**config.mk**
```make
export PLATFORM = sky130hd
export DESIGN_NAME = key_debounce_multi
export DESIGN_NICKNAME = d
export VERILOG_FILES = /design/src/rtl/key_debounce_multi.sv
export SDC_FILE = /design/constraint.sdc
export NUM_CORES = 1
export LEC_CHECK = 0
export ABC_AREA = 0
export CELL_PAD_IN_SITES_DETAIL_PLACEMENT = 2
export CELL_PAD_IN_SITES_GLOBAL_PLACEMENT = 2
export CORE_ASPECT_RATIO = 0.5
export CORE_UTILIZATION = 25
export DETAILED_ROUTE_END_ITERATION = 8
export GPL_ROUTABILITY_DRIVEN = 0
export HOLD_SLACK_MARGIN = 0.12
export PLACE_DENSITY = 0.62
export REMOVE_ABC_BUFFERS = 1
export SKIP_CTS_REPAIR_TIMING = 1
export SLEW_MARGIN = 30
export SYNTH_ARGS = -nofsm -noshare
export SYNTH_HDL_FRONTEND = slang
export SYNTH_SLANG_ARGS = --single-unit
export TNS_END_PERCENT = 20
```
**constraint.sdc**
```tcl
create_clock -name clk -period 4.81 [get_ports clk]
set_input_delay 0.481 -clock clk [delete_from_list [all_inputs] [get_ports clk]]
set_output_delay 0.481 -clock clk [all_outputs]
set_load 0.1 [all_outputs]
```
**src/rtl/key_debounce_multi.sv**
```systemverilog
// rtl/key_debounce_multi.sv - multi-channel key debouncer with press, release and long-press pulses
module key_debounce_multi #(
  parameter int NUM_KEYS        = 3,
  parameter bit ACTIVE_LOW      = 1'b1,
  parameter int DEBOUNCE_CYCLES = 1_000_000,
  parameter int LONG_CYCLES     = 50_000_000
) (
  input  logic                clk,
  input  logic                rst_n,
  input  logic [NUM_KEYS-1:0] key_in,
  output logic [NUM_KEYS-1:0] key_state,
  output logic [NUM_KEYS-1:0] key_press,
  output logic [NUM_KEYS-1:0] key_release,
  output logic [NUM_KEYS-1:0] key_long
);

  localparam int DW = $clog2(DEBOUNCE_CYCLES);
  localparam int HW = (LONG_CYCLES > 0) ? $clog2(LONG_CYCLES + 1) : 1;
  localparam logic [DW-1:0] DB_LAST = DW'(DEBOUNCE_CYCLES - 1);
  // Pin level of a released key; also the synchroniser reset value so reset never looks like a press
  localparam logic REL_LEVEL = ACTIVE_LOW;

  typedef enum logic [1:0] {
    IDLE       = 2'd0,
    PRESS_DB   = 2'd1,
    HELD       = 2'd2,
    RELEASE_DB = 2'd3
  } state_t;

  for (genvar gi = 0; gi < NUM_KEYS; gi++) begin : g_ch
    logic          sync1;
    logic          sync2;
    logic          p;
    state_t        state;
    logic [DW-1:0] db_cnt;
    logic          st_q;
    logic          press_q;
    logic          rel_q;
    logic          long_q;
    logic          accept_press;
    logic          accept_release;
    logic          holding;

    // Two-flop synchroniser for the asynchronous key pin
    always_ff @(posedge clk or negedge rst_n) begin
      if (!rst_n) begin
        sync1 <= REL_LEVEL;
        sync2 <= REL_LEVEL;
      end else begin
        sync1 <= key_in[gi];
        sync2 <= sync1;
      end
    end

    // Normalise to active-high: p=1 means the key is pressed
    assign p              = sync2 ^ REL_LEVEL;
    assign accept_press   = (state == PRESS_DB) && p && (db_cnt == DB_LAST);
    assign accept_release = (state == RELEASE_DB) && !p && (db_cnt == DB_LAST);
    assign holding        = (state == HELD) || (state == RELEASE_DB);

    // Debounce FSM with registered level and edge pulses
    always_ff @(posedge clk or negedge rst_n) begin
      if (!rst_n) begin
        state   <= IDLE;
        db_cnt  <= '0;
        st_q    <= 1'b0;
        press_q <= 1'b0;
        rel_q   <= 1'b0;
      end else begin
        press_q <= 1'b0;
        rel_q   <= 1'b0;
        case (state)
          IDLE: begin
            if (p) begin
              state  <= PRESS_DB;
              db_cnt <= '0;
            end
          end
          PRESS_DB: begin
            if (!p) begin
              state <= IDLE;
            end else if (db_cnt == DB_LAST) begin
              state   <= HELD;
              st_q    <= 1'b1;
              press_q <= 1'b1;
            end else begin
              db_cnt <= db_cnt + 1'b1;
            end
          end
          HELD: begin
            if (!p) begin
              state  <= RELEASE_DB;
              db_cnt <= '0;
            end
          end
          RELEASE_DB: begin
            if (p) begin
              state <= HELD;
            end else if (db_cnt == DB_LAST) begin
              state <= IDLE;
              st_q  <= 1'b0;
              rel_q <= 1'b1;
            end else begin
              db_cnt <= db_cnt + 1'b1;
            end
          end
          default: state <= IDLE;
        endcase
      end
    end

    if (LONG_CYCLES > 0) begin : g_long
      localparam logic [HW-1:0] HOLD_MAX = HW'(LONG_CYCLES);
      localparam logic [HW-1:0] HOLD_PRE = HW'(LONG_CYCLES - 1);
      logic [HW-1:0] hold_cnt;

      // Saturating hold counter; saturation limits key_long to one pulse per press.
      // A release accepted on the same cycle wins so the pulses stay mutually exclusive.
      always_ff @(posedge clk or negedge rst_n) begin
        if (!rst_n) begin
          hold_cnt <= '0;
          long_q   <= 1'b0;
        end else begin
          long_q <= 1'b0;
          if (accept_press) begin
            hold_cnt <= '0;
          end else if (holding && (hold_cnt != HOLD_MAX)) begin
            hold_cnt <= hold_cnt + 1'b1;
            long_q   <= (hold_cnt == HOLD_PRE) && !accept_release;
          end
        end
      end
    end else begin : g_no_long
      assign long_q = 1'b0;
    end

    assign key_state[gi]   = st_q;
    assign key_press[gi]   = press_q;
    assign key_release[gi] = rel_q;
    assign key_long[gi]    = long_q;
  end

endmodule

```
==> qor.yml <==
status: "finished clean"
power.density_nw_per_um2: 308
synthFlopType: "dfrtp_1"
cp.arrival_ps: 3020
via_per_inst: 5.00
synth_compound_area_frac: 0.0864
fin_tns_setup_ps: 0
dp_slack_ps: 2050
portBuffers: 16
fin_crit_sh: 0.566
hold_class: "in2async"
timing.fmax_mhz: 367
final_cell_mix: "dfrtp_1, nor2_1, nand3_1, nand2_1, xor2_1"
max_cap_viol_count: 0
place_hpwl_um: 15600
avgSynthCellArea_um2: 9.44
cp-startpoint: "g_ch[1].db_cnt[0]$_DFFE_PN0P_"
ioPinCount: 17
cts_tree: "built"
numCtsBuffers: 17
crit_fanout: 16
fin_skew_ps: 9.59
setup_viol: 0
p_leak_uw: 0.00409
period_needed_ps: 2720
wl_met1_um: 11000
ys_ff_latch: 162
finalHoldViolCount: 0
synth_mux_area_frac: 0.0141
cp_common_cell: "and3_1"
endpoint_kind: "register"
insertion_delay_ps: 440
fin_nets: 916
cts.sinks: 162
grt.total_usage: 0.139
post_drt_wl_per_cell_um: 17.0
critical-path-max-stage-delay_ps: 700
tightest_slew_ps: 999
layout_commonest_cell: "dfrtp_1"
grt_pass1_wl_um: 39400
slew_violations: 0
drt_iter0_drc: 279
drc: 0
place_inst: 1324
irDropWorstVdd_mv: 0.214
slowest_stage: "and3_1"
gr-total-overflow: 0
die_w_um: 263
finish.utilization: 0.293
die_y_um: 133
yosys_warnings: 0
clockBufferDepth: 2
crit_path_start_kind: "register"
instances_no_fill: 1356
synthAdderAreaFrac: 0.0132
wirelength_um: 23000
vias: 6779
synth-xor-area-share: 0.0851
drive_gt1_frac: 0.0896
start_util: 0.256
die_area_um2: 35000
core_area_um2: 33300
grt_max_degree: 97
synth_top_family_by_area: "simple AND/OR/NAND/NOR gates"
rsz0062_at_grt: "false"
cts_max_level: 4
async_flop_share: 1.00
grt_pass1_vias: 7573
wl_met3_um: 411
final_antenna_net_count: 0
antenna_found_initial: 0
synth_edf_count: 0
slew_headroom: 0.332
syn_area_um2: 8550
ys_types: 65
syn2layout_area_growth_pct: 14.5
synth_simple_gate_area_frac: 0.288
path_class: "reg2reg"
r2r_start: "g_ch[1].db_cnt[0]$_DFFE_PN0P_"
crit_chain: "ha_1 -> and3_1 -> nand3_1 -> nor4_2 -> and3_1 -> nor2_1"
diodes: 0
top_layer: "met4"
dr.pass1.iters: 4
wl_met2_um: 11300
cts-root-buf: "clkbuf_16"
worstPathRequired_ps: 5110
synthCells: 905
yosysSeqAreaShare: 0.475
num_rows: 47
layout_setup_ws_ps: 2090
clkSlewWorstSetupHoldPaths_ps: 60
-- critical path, delay by kind of cell (launching register included) --
family        cells  cell delay [ps]
simple gates      5             1900
fa+ha+maj         1              250
flops             1              400
-- sequential cells by signal (all words and copies together) (netlist names), named ones only --
| register | flops |
|---|---|
| g_ch.state | 3 |
| g_ch.sync2 | 3 |
| g_ch.db_cnt | 60 |
| g_ch.st_q | 3 |
| g_ch.sync1 | 3 |
| g_ch.rel_q | 3 |
| g_ch.press_q | 3 |
| g_ch.g_long.hold_cnt | 78 |
| g_ch.long_q | 3 |
-- through the flow --
step                      power, µW  cell area [µm²]  hold slack [ps]
after CTS                      3070             9750              189
after floorplan                1450             8290              185
after global routing           3140             9780              192
final                          3010             9780              146
after global placement         1510             9090              348
after detailed placement       1510             9100              347
-- layer usage --
metal	vias up	GRT usage
met5	-	0
met1	3505	0.175
met2	30	0.237
li1	3225	-
met3	19	0.0305
met4	0	0.0448
-- Yosys cell counts, types with 15 or more instances --
| cell type | count | share of area |
|---|---|---|
| dfrtp_1 | 156 | 0.46 |
| nor2_1 | 121 | 0.053 |
| nand3_1 | 71 | 0.042 |
| nand2_1 | 62 | 0.027 |
| xor2_1 | 61 | 0.063 |
| nand4_1 | 49 | 0.036 |
| a21oi_1 | 36 | 0.021 |
| and3_1 | 31 | 0.023 |
| o21ai_0 | 27 | 0.016 |
| clkbuf_1 | 26 | 0.011 |
| xnor2_1 | 22 | 0.023 |
| nor3_1 | 21 | 0.012 |
| inv_1 | 19 | 0.0083 |
| or3_1 | 19 | 0.014 |
| nor4_1 | 17 | 0.012 |
| buf_4 | 15 | 0.013 |
-- area by class of cell --
class	instances	area (µm²)
clock buffer	22	474
sequential	162	4060
tap	441	552
fill	3654	23600
inverter	19	71.3
multi-input combinational	677	4200
timing repair buffer	25	244
clock inverter	10	179
-- cell families (layout without fill, tap and decap cells) --
group                    count (synthesis)  in the layout
AO/OA/AOI/OAI                          114            114
XOR/XNOR                                83             83
adder cells (fa/ha/maj)                  9              9
buffers and inverters                   66             76
flip-flops                             162            162
multiplexers                            11             11
AND/OR/NAND/NOR                        460            460
-- power by group --
part	switching (µW)	internal, µW	total, µW
clock network	571	960	1530
logic	59.6	22.9	82.5
registers	23.2	1380	1400
total	654	2360	3010
-- worst paths after layout --
kind / slack [ps] / cells after the start / end
hold reg to reg: 360 / 0 / g_ch[0].sync2$_DFF_PN1_
hold / removal: 150 / 1 / g_ch[0].db_cnt[17]$_DFFE_PN0P_
min in group clk: 360 / 0 / g_ch[0].sync2$_DFF_PN1_
setup / recovery: 2090 / 6 / g_ch[1].g_long.hold_cnt[25]$_DFFE_PN0P_
setup reg to reg: 2090 / 6 / g_ch[1].g_long.hold_cnt[25]$_DFFE_PN0P_
max in group asynchronous: 3750 / 2 / g_ch[2].sync1$_DFF_PN1_
Power figures use the tool's default switching activity.
